$ cat src/rtl/fifo_pkg.sv
// Shared definitions for the programmable FIFO.
//   FIFO_MODE_STD  : registered read data, one-cycle read latency.
//   FIFO_MODE_FWFT : first-word-fall-through, head word shown combinationally.
//   ptr_inc        : advance a pointer over 0..depth-1 with an explicit wrap,
//                    so depth does not have to be a power of two.
package fifo_pkg;

  localparam int FIFO_MODE_STD  = 0;
  localparam int FIFO_MODE_FWFT = 1;

  function automatic logic [31:0] ptr_inc(input logic [31:0] ptr, input logic [31:0] depth);
    return (ptr == depth - 32'd1) ? 32'd0 : ptr + 32'd1;
  endfunction

endpackage

$ cat src/rtl/fifo_regfile.sv
// Storage array for the programmable FIFO.
// Ports:
//   clk, rst     : clock, asynchronous active-high reset (clears every entry)
//   we/waddr/wdata : synchronous write port
//   raddr/rdata  : combinational read port
module fifo_regfile #(
  parameter int WIDTH = 32,
  parameter int DEPTH = 16,
  parameter int AW    = $clog2(DEPTH)
) (
  input  logic             clk,
  input  logic             rst,
  input  logic             we,
  input  logic [AW-1:0]    waddr,
  input  logic [WIDTH-1:0] wdata,
  input  logic [AW-1:0]    raddr,
  output logic [WIDTH-1:0] rdata
);

  logic [WIDTH-1:0] mem_q [DEPTH];

  // Clearing on reset means nothing written before a reset can ever be
  // observed afterwards, including on the fall-through read path.
  always_ff @(posedge clk or posedge rst) begin
    if (rst) begin
      for (int i = 0; i < DEPTH; i++) mem_q[i] <= '0;
    end else if (we) begin
      mem_q[waddr] <= wdata;
    end
  end

  assign rdata = mem_q[raddr];

endmodule

$ cat src/rtl/fifo_prog.sv
// Parametrised single-clock FIFO with programmable almost-full/almost-empty
// thresholds, selectable read mode and synchronous flush.
// Ports:
//   clk, rst               : clock, asynchronous active-high reset
//   flush                  : synchronous clear of pointers/count (wins over wr_en/rd_en)
//   wr_en, data_in         : write request and data
//   rd_en, data_out, valid : read/pop request, read data and its qualifier
//   af_thresh, ae_thresh   : almost-full / almost-empty thresholds (may change anytime)
//   full, empty, almost_full, almost_empty : combinational from count and thresholds
//   wr_ack, overflow, underflow            : registered outcome of last cycle's requests
//   count                  : current occupancy
// Handshake: a write is taken when wr_en is high and the FIFO is not full, or
// a read is taken in the same cycle; a read is taken when rd_en is high and
// the FIFO is not empty. Rejected requests are reported one cycle later.
module fifo_prog #(
  parameter  int WIDTH = 32,
  parameter  int DEPTH = 16,
  parameter  int FWFT  = 0,
  localparam int CW    = $clog2(DEPTH + 1)
) (
  input  logic             clk,
  input  logic             rst,
  input  logic             flush,
  input  logic             wr_en,
  input  logic [WIDTH-1:0] data_in,
  input  logic             rd_en,
  output logic [WIDTH-1:0] data_out,
  input  logic [CW-1:0]    af_thresh,
  input  logic [CW-1:0]    ae_thresh,
  output logic             full,
  output logic             empty,
  output logic             almost_full,
  output logic             almost_empty,
  output logic             wr_ack,
  output logic             valid,
  output logic             overflow,
  output logic             underflow,
  output logic [CW-1:0]    count
);
  import fifo_pkg::*;

  localparam int AW = $clog2(DEPTH);

  logic [AW-1:0]    wr_ptr_q, wr_ptr_d;
  logic [AW-1:0]    rd_ptr_q, rd_ptr_d;
  logic [CW-1:0]    count_q, count_d;
  logic             wr_ack_q, wr_ack_d;
  logic             overflow_q, overflow_d;
  logic             underflow_q, underflow_d;
  logic             valid_q, valid_d;
  logic [WIDTH-1:0] dout_q, dout_d;

  logic             wr_acc, rd_acc, mem_we;
  logic [WIDTH-1:0] rdata;

  assign full         = (count_q == CW'(DEPTH));
  assign empty        = (count_q == '0);
  assign almost_full  = (count_q >= af_thresh);
  assign almost_empty = (count_q <= ae_thresh);

  // A read frees a slot in the same cycle, so a full FIFO still takes a
  // write alongside a read; an empty FIFO never serves a read.
  assign rd_acc = rd_en & ~empty;
  assign wr_acc = wr_en & (~full | rd_acc);
  assign mem_we = wr_acc & ~flush;

  fifo_regfile #(
    .WIDTH (WIDTH),
    .DEPTH (DEPTH),
    .AW    (AW)
  ) u_regfile (
    .clk   (clk),
    .rst   (rst),
    .we    (mem_we),
    .waddr (wr_ptr_q),
    .wdata (data_in),
    .raddr (rd_ptr_q),
    .rdata (rdata)
  );

  always_comb begin
    wr_ptr_d    = wr_ptr_q;
    rd_ptr_d    = rd_ptr_q;
    count_d     = count_q;
    wr_ack_d    = 1'b0;
    overflow_d  = 1'b0;
    underflow_d = 1'b0;
    valid_d     = 1'b0;
    dout_d      = dout_q;
    if (flush) begin
      // Contents stay in the array; only the bookkeeping is cleared.
      wr_ptr_d = '0;
      rd_ptr_d = '0;
      count_d  = '0;
    end else begin
      if (wr_acc) wr_ptr_d = AW'(ptr_inc(32'(wr_ptr_q), 32'(DEPTH)));
      if (rd_acc) rd_ptr_d = AW'(ptr_inc(32'(rd_ptr_q), 32'(DEPTH)));
      count_d     = count_q + CW'(wr_acc) - CW'(rd_acc);
      wr_ack_d    = wr_acc;
      overflow_d  = wr_en & ~wr_acc;
      underflow_d = rd_en & ~rd_acc;
      valid_d     = rd_acc;
      if (rd_acc) dout_d = rdata;
    end
  end

  always_ff @(posedge clk or posedge rst) begin
    if (rst) begin
      wr_ptr_q    <= '0;
      rd_ptr_q    <= '0;
      count_q     <= '0;
      wr_ack_q    <= 1'b0;
      overflow_q  <= 1'b0;
      underflow_q <= 1'b0;
      valid_q     <= 1'b0;
      dout_q      <= '0;
    end else begin
      wr_ptr_q    <= wr_ptr_d;
      rd_ptr_q    <= rd_ptr_d;
      count_q     <= count_d;
      wr_ack_q    <= wr_ack_d;
      overflow_q  <= overflow_d;
      underflow_q <= underflow_d;
      valid_q     <= valid_d;
      dout_q      <= dout_d;
    end
  end

  assign wr_ack    = wr_ack_q;
  assign overflow  = overflow_q;
  assign underflow = underflow_q;
  assign count     = count_q;

  // Fall-through mode shows the head word directly; standard mode presents
  // the word captured on the accepted read, qualified for one cycle.
  generate
    if (FWFT == FIFO_MODE_FWFT) begin : g_fwft
      assign data_out = rdata;
      assign valid    = ~empty;
    end else begin : g_std
      assign data_out = dout_q;
      assign valid    = valid_q;
    end
  endgenerate

endmodule

$ cat config.mk
export PLATFORM = sky130hd
export DESIGN_NAME = fifo_prog
export DESIGN_NICKNAME = d
export VERILOG_FILES = /design/src/rtl/fifo_pkg.sv /design/src/rtl/fifo_regfile.sv /design/src/rtl/fifo_prog.sv
export SDC_FILE = /design/constraint.sdc
export NUM_CORES = 1
export LEC_CHECK = 0
export ABC_AREA = 1
export ABC_CLOCK_PERIOD_IN_PS = 26900
export CORE_UTILIZATION = 50
export DETAILED_ROUTE_END_ITERATION = 6
export DONT_BUFFER_PORTS = 1
export PLACE_DENSITY_LB_ADDON = 0.2
export RECOVER_POWER = 25
export REMOVE_ABC_BUFFERS = 1
export SYNTH_ARGS = -nofsm -noshare
export SYNTH_HDL_FRONTEND = slang
export SYNTH_SLANG_ARGS = --single-unit
$ cat constraint.sdc
create_clock -name clk -period 26.9 [get_ports clk]
set_input_delay 8.07 -clock clk [delete_from_list [all_inputs] [get_ports clk]]
set_output_delay 8.07 -clock clk [all_outputs]
set_load 0.05 [all_outputs]
==> results of run 1 <==
-- cell usage in the layout, fill, tap and decap left out --
| cell | n |
|---|---|
| nand2_1 | 1917 |
| nand2_2 | 16 |
| clkinvlp_4 | 2 |
| nand3_2 | 1 |
| bufinv_16 | 1 |
| dfrtp_4 | 2 |
| fa_1 | 1 |
| clkbuf_8 | 11 |
| clkbuf_16 | 63 |
| nor2_4 | 20 |
| o21ai_0 | 42 |
| o311ai_2 | 1 |
| ha_1 | 21 |
| buf_4 | 31 |
| clkinv_2 | 8 |
| buf_12 | 1 |
| o22ai_1 | 2 |
| o21a_1 | 1 |
| inv_8 | 2 |
| a31oi_1 | 1 |
| inv_1 | 36 |
| nor3_1 | 3 |
| inv_6 | 1 |
| dfrtp_1 | 559 |
| clkinvlp_2 | 1 |
| xnor2_1 | 1 |
| clkbuf_1 | 26 |
| xor2_1 | 3 |
| nand3_1 | 771 |
| inv_2 | 6 |
| nand4_1 | 2 |
| a21oi_1 | 9 |
| nor2_1 | 11 |
-- routing by layer --
metal  vias up  part of all wire  track usage  routed length, um
li1      11400                 -            -                  -
met1     11800              0.43        0.441              38000
met2      1049              0.46        0.502              41100
met3       172             0.086       0.0514               7710
met4         0             0.029        0.107               2570
met5         -                 0            0                  0
-- stage by stage --
stage / total power [mW] / util
floorplan: 1.53 / -
global placement: 1.71 / 0.500
detailed placement: 1.72 / 0.500
CTS: 2.53 / 0.535
global route: 2.64 / 0.534
finish: 2.53 / 0.534
-- path summary, 6_finish.rpt --
path / endpoint / slack [ns] / start
max in group clk: almost_empty / 9.43 / ae_thresh[4]
hold reg to reg: u_regfile.mem_q[277]$_DFFE_PP0P_ / 0.47 / u_regfile.mem_q[277]$_DFFE_PP0P_
hold / removal: u_regfile.mem_q[277]$_DFFE_PP0P_ / 0.47 / u_regfile.mem_q[277]$_DFFE_PP0P_
setup reg to reg: u_regfile.mem_q[257]$_DFFE_PP0P_ / 20.49 / count[2]$_DFF_PP0_
min in group asynchronous: data_out[11]$_DFFE_PP0P_ / 8.80 / rst
setup / recovery: rd_ptr_q[0]$_DFFE_PP0P_ / 7.75 / rst
-- registers in the layout, indices dropped and copies added (netlist names) --
register         count
count                5
wr_ptr_q             4
data_out            32
wr_ack               1
rd_ptr_q             4
u_regfile.mem_q    512
underflow            1
valid                1
overflow             1
-- final cells by class --
type                       count  area [um^2]  area share
clock buffer                  97         1810      0.0617
clock inverter                12         93.8     0.00319
inverter                      45          185     0.00630
multi-input combinational   2823        12100       0.410
sequential                   561        14000       0.478
tap                          748          936      0.0318
timing repair buffer          35          264     0.00898
-- worst register-to-register path, stage by stage (launching register included) --
cell and delay [ns]:
dfrtp_1 0.73, inv_1 0.14, ha_1 0.25, nand3_2 0.10, nor2_4 0.09, nand2_1 0.12
nand2_1 1.18, inv_8 1.36, buf_4 1.00, nand2_2 0.95, nand2_1 0.28, nand2_1 0.08
-- power groups by stage --
stage | Combinational (mW) | Sequential (mW) | Clock, mW
2_1_floorplan | 0.351 | 1.18 | 0
3_3_place_gp | 0.525 | 1.19 | 0
3_5_place_dp | 0.534 | 1.19 | 0
4_1_cts | 0.535 | 1.17 | 0.823
5_1_grt | 0.598 | 1.19 | 0.856
6_report | 0.536 | 1.18 | 0.815
-- cell families after synthesis --
logic type / after synthesis
simple gates: 2741
flops: 561
buf+inv: 362
compound gates: 56
fa+ha+maj: 22
xor+xnor: 4
==> metrics.csv, run 1 <==
stage,metric,value,unit
status,status,finished with violations,
status,violations,"max-capacitance violations, max-slew violations",
power,ir_worst_vdd,52.5,uV
synthesis,synth.area.mux_share,0,
synthesis,synth-simple-area-share,0.407,
floorplan,fp.dieH,238,um
finish,instances_no_fill,4321,
clock_network,postCtsSetupRepairBufs,0,
finish,area_delta_synth_final,5.57,%
flow_run,maxCapViolations,5,
hold_path,hold_path_depth,2,
global_routing,overflow,0,
synthesis,async_reset_ff_frac,1.00,
floorplan,top_level_ports,92,
critical_path,cp-end-kind,async pin,
power,clkPwrFrac,0.322,
global_routing,grt_pass1_wl,138,mm
clock_network,cts_hold_buf,0,
synthesis,yosysTopAreaCell,dfrtp_1,
drt,via_per_inst,5.64,
clock_network,cts_buffer_depth,3,
sta,fin_crit_sh,0.712,
clock_network,cts_tree,done,
drt,firstDrtPassIters,5,
critical_path,critPathKind,in -> async,
synthesis,synthCells,3746,
synthesis,syn_area,27900,um^2
finish,drive_above_1_share,0.0467,
sta,fin_crit,19.15,ns
critical_path,crit_path_start_kind,input pin,
synthesis,yosysTopAreaCellShare,0.504,
critical_path,cp_top_family,buffers and inverters,
power,pwr-share-comb,0.212,
drt,wire_per_inst,20.7,um
global_routing,grt_pass1_vias,22900,
finish,n_antenna_cell,0,
clock_network,cts.htree.levels,2,
critical_path,crit_chain,clkinvlp_2 -> clkbuf_1,
critical_path,cp.required,24.40,ns
sta,rsz0062_at_grt,no,
drt,drc,0,
global_routing,grt_start_max_net_pins,200,
synthesis,synth_top_flop_cell,dfrtp_1,
global_routing,grt_use_total,0.316,
power,p_leak,15.8,nW
synthesis,synthAdderAreaFrac,0.0101,
synthesis,synth_most_common_cell,nand2_1,
critical_path,ff2ff_path_depth,11,
sta,setup_slack,7.75,ns
synthesis,yosys-top-cells-count,"nand2_1, nand3_1, dfrtp_1, clkbuf_1, buf_2",
power,p_switching,0.935,mW
floorplan,die_w,238,um
synthesis,post_synth.cell_area_avg,7.44,um^2
finish,finish.instance_area,29400,um^2
clock_network,cts-root-buf,clkbuf_16,
synthesis,synth_cell_type_count,27,
drt,drt_iter0_drc,2853,
drt,drt-total-wl,89.3,mm
placed_design,place_ws,9.41,ns
critical_path,worst_path_max_delay_cell,clkbuf_1,
sta,setup_viol,0,
finish,nFillCells,5395,
placed_design,io_buffers,0,
synthesis,ys_ff_latch,561,
sta,whs,0.467,ns
clock_network,cts_made_buffers,61,
synthesis,synth_warnings,0,
critical_path,crit_buf_inv,2,
hold_path,min_path_type,reg -> reg,
sta,final-hold-violation-count,0,
sta,slew_viol_final,500,
floorplan,dieArea,56700,um^2
sta,tightest_slew,8.57,ns
critical_path,path_max_fanout,153,
synthesis,synth_area_leaders,"dfrtp_1, nand2_1, nand3_1, buf_6, buf_2",
clock_network,clk_pin_slew,0.06,ns
synthesis,synth_top_family_by_area,simple AND/OR/NAND/NOR gates,
drt,ant_nets,0,
placed_design,gp_congestion,0.775,
power,p_seq_frac,0.466,
synthesis,synth_compound_area_frac,0.0104,
sta,fmax,52.2,MHz
synthesis,synth-xor-area-share,0.00126,
sta,finClkSkew,0.0178,ns
critical_path,critPathArrivalTime,16.65,ns
synthesis,ys_seq_area_frac,0.504,
critical_path,cpPeakStageDelay,5.86,ns
clock_network,cts.repair.resized,0,
clock_network,cts_sinks,561,
global_routing,antenna_found_initial,0,
critical_path,critical_path_depth,2,
floorplan,start_util,0.506,
power,p_int,1.59,mW
sta,slew_headroom,-4.72,
drt,vias,24400,
placed_design,place_area,27600,um^2
floorplan,rows,86,
finish,final_nets,3596,
placed_design,dpl.cell_count,4212,
placed_design,dp_hpwl,43.2,mm
sta,finalSetupTns,0,ns
power,power.density,86.0,nW/um^2
power,swShare,0.370,
clock_network,clock_latency,0.64,ns
floorplan,core,55100,um^2
synthesis,synth-edff-count,0,
(Power assumes the default switching activity.)
==> inputs of run 2 (changes only) <==
ABC_CLOCK_PERIOD_IN_PS = 19400   (was 26900)
clock period = 19.4 ns   (was 26.9 ns; I/O delays follow)
==> run 2 against run 1 <==
The flow still finishes with violations (max-capacitance violations, max-slew violations). Sequential cell count did not move. Final cell count rose by 0.14%. Clock power rose by 47%. Setup slack got worse by 1.4 ns. Utilization rose by 0.31 points. Non-clock buffer count rose by 4. Register-to-register slack got worse by 8.0 ns. First-iteration DRC count fell by 8.6%. Sequential share of layout area fell by 0.27 points. Wire length rose by 1.0%. Global-route usage rose by 0.51 points. Critical path depth rose by 3. Highest routed layer unchanged.
==> metrics.csv, run 2 (synthesized netlist as in run 1, its figures left out) <==
stage,metric,value,unit
clock_network,cts_made_buffers,61,
power,power.density,121,nW/um^2
global_routing,overflow,0,
clock_network,cts_hold_buf,0,
sta,fmax,76.9,MHz
global_routing,grt_start_max_net_pins,196,
clock_network,cts-root-buf,clkbuf_16,
hold_path,min_path_type,reg -> reg,
critical_path,r2r_start,count[2]$_DFF_PP0_,
power,pwr-share-comb,0.206,
clock_network,cts_buffer_depth,3,
clock_network,clock_latency,0.64,ns
critical_path,cp.required,13.58,ns
status,status,finished with violations,
critical_path,critPathKind,in -> out,
global_routing,grt_pass1_wl,140,mm
sta,fin_crit_sh,0.670,
global_routing,antenna_found_initial,0,
drt,drt_iter0_drc,2608,
critical_path,cp-startpoint,ae_thresh[4],
finish,area_delta_synth_final,6.18,%
critical_path,path_max_fanout,2,
finish,nFillCells,5409,
placed_design,dp_hpwl,44.2,mm
critical_path,worst_path_max_delay_cell,o22ai_1,
power,ir_worst_vdd,71.5,uV
drt,dr_wl_met3,7.53,mm
sta,finalSetupTns,0,ns
drt,firstDrtPassIters,6,
power,p_int,2.27,mW
drt,highest_layer,met4,
drt,ant_nets,0,
sta,slew_headroom,-2.79,
sta,whs,0.470,ns
flow_run,maxCapViolations,7,
drt,wire_per_inst,20.9,um
finish,final_common_cell,nand2_1,
floorplan,core,55100,um^2
sta,slew_viol_final,404,
drt,drc,0,
clock_network,cts.repair.resized,0,
power,p_seq_frac,0.458,
floorplan,start_util,0.506,
critical_path,cpPeakStageDelay,0.80,ns
drt,drt-total-wl,90.2,mm
sta,fin_crit,13.00,ns
finish,drive_above_1_share,0.0503,
power,clkPwrFrac,0.336,
critical_path,crit_chain,inv_1 -> ha_1 -> a21oi_1 -> o21ai_0 -> o22ai_1,
clock_network,postCtsSetupRepairBufs,0,
sta,setup_viol,0,
power,swShare,0.367,
finish,largest_reg_flops,512,
finish,n_antenna_cell,0,
status,violations,"max-capacitance violations, max-slew violations",
sta,rsz0062_at_grt,no,
clock_network,cts_sinks,561,
finish,final_nets,3600,
drt,vias,24500,
sta,tightest_slew,5.65,ns
critical_path,crit_path_start_kind,input pin,
critical_path,cp-end-kind,output port,
clock_network,cts_tree,done,
global_routing,grt_use_total,0.321,
global_routing,grt_pass1_vias,23500,
sta,finClkSkew,0.0114,ns
finish,final_cell_mix,"nand2_1, nand3_1, dfrtp_1",
floorplan,rows,86,
hold_path,min-delay-start,u_regfile.mem_q[152]$_DFFE_PP0P_,
critical_path,critPathArrivalTime,7.18,ns
clock_network,clk_pin_slew,0.06,ns
power,p_switching,1.31,mW
floorplan,fp.dieH,238,um
floorplan,dieArea,56700,um^2
drt,dr_wl_met2,41.6,mm
floorplan,die_w,238,um
placed_design,io_buffers,0,
power,p_leak,16.0,nW
sta,final-hold-violation-count,0,
drt,wl_met1,38.5,mm
placed_design,gp_congestion,0.789,
finish,top_register,u_regfile.mem_q,
clock_network,cts.htree.levels,2,
drt,via_per_inst,5.66,
floorplan,top_level_ports,92,
[run 2: cell types whose count changed in the layout (fill, tap and decap cells not counted), sizes merged]
cell,previous run,this run
clkbuf,100,104
buf,32,35
clkinvlp,3,1
bufinv,1,2
clkinv,8,7
inv,45,46
[run 2: worst max-delay path, delay by kind of cell]
family,cells,cell delay [ns]
AOI/OAI and AO/OA,3,1.06
buffers and inverters,1,0.02
adders and majority gates,1,0.29
[run 2: worst paths after layout]
kind | slack, ns | cells past startpoint | end
max | 6.40 | 5 | almost_empty
min | 0.47 | 2 | u_regfile.mem_q[152]$_DFFE_PP0P_
max reg2reg | 12.48 | 12 | u_regfile.mem_q[305]$_DFFE_PP0P_
min reg2reg | 0.47 | 2 | u_regfile.mem_q[152]$_DFFE_PP0P_
max in group asynchronous | 6.49 | 4 | u_regfile.mem_q[475]$_DFFE_PP0P_
min in group asynchronous | 6.81 | 1 | u_regfile.mem_q[68]$_DFFE_PP0P_
[run 2: layout make-up]
type	instances	area, um^2	area share
clock inverters	11	113	0.00381
repair buffers	39	290	0.00981
clock buffers	100	1950	0.0658
well taps	748	936	0.0316
flip-flops and latches	561	14000	0.475
multi-input cells	2823	12100	0.408
inverters	45	185	0.00626
[run 2: per-layer routing]
layer / GRT usage / up-vias
li1: - / 11400
met1: 0.445 / 11900
met2: 0.513 / 1006
met3: 0.0509 / 184
met4: 0.111 / 0
met5: 0 / -
[run 2: power by group through the flow]
stage          clock network (mW)  logic [mW]  registers, mW
6_report                     1.20       0.739           1.64
5_1_grt                      1.25       0.827           1.66
4_1_cts                      1.21       0.737           1.63
3_5_place_dp                    0       0.735           1.65
3_3_place_gp                    0       0.723           1.65
2_1_floorplan                   0       0.487           1.63
[run 2: through the flow]
stage	total power [mW]	worst slack [ns]	util	cell area, um^2	cells
4_1_cts	3.58	6.42	0.538	29600	4327
3_3_place_gp	2.37	6.40	0.500	27600	4216
6_report	3.58	6.40	0.537	29600	4327
2_1_floorplan	2.12	-2.11	-	26100	3429
5_1_grt	3.74	5.07	0.537	29600	4327
3_5_place_dp	2.39	6.41	0.500	27600	4216
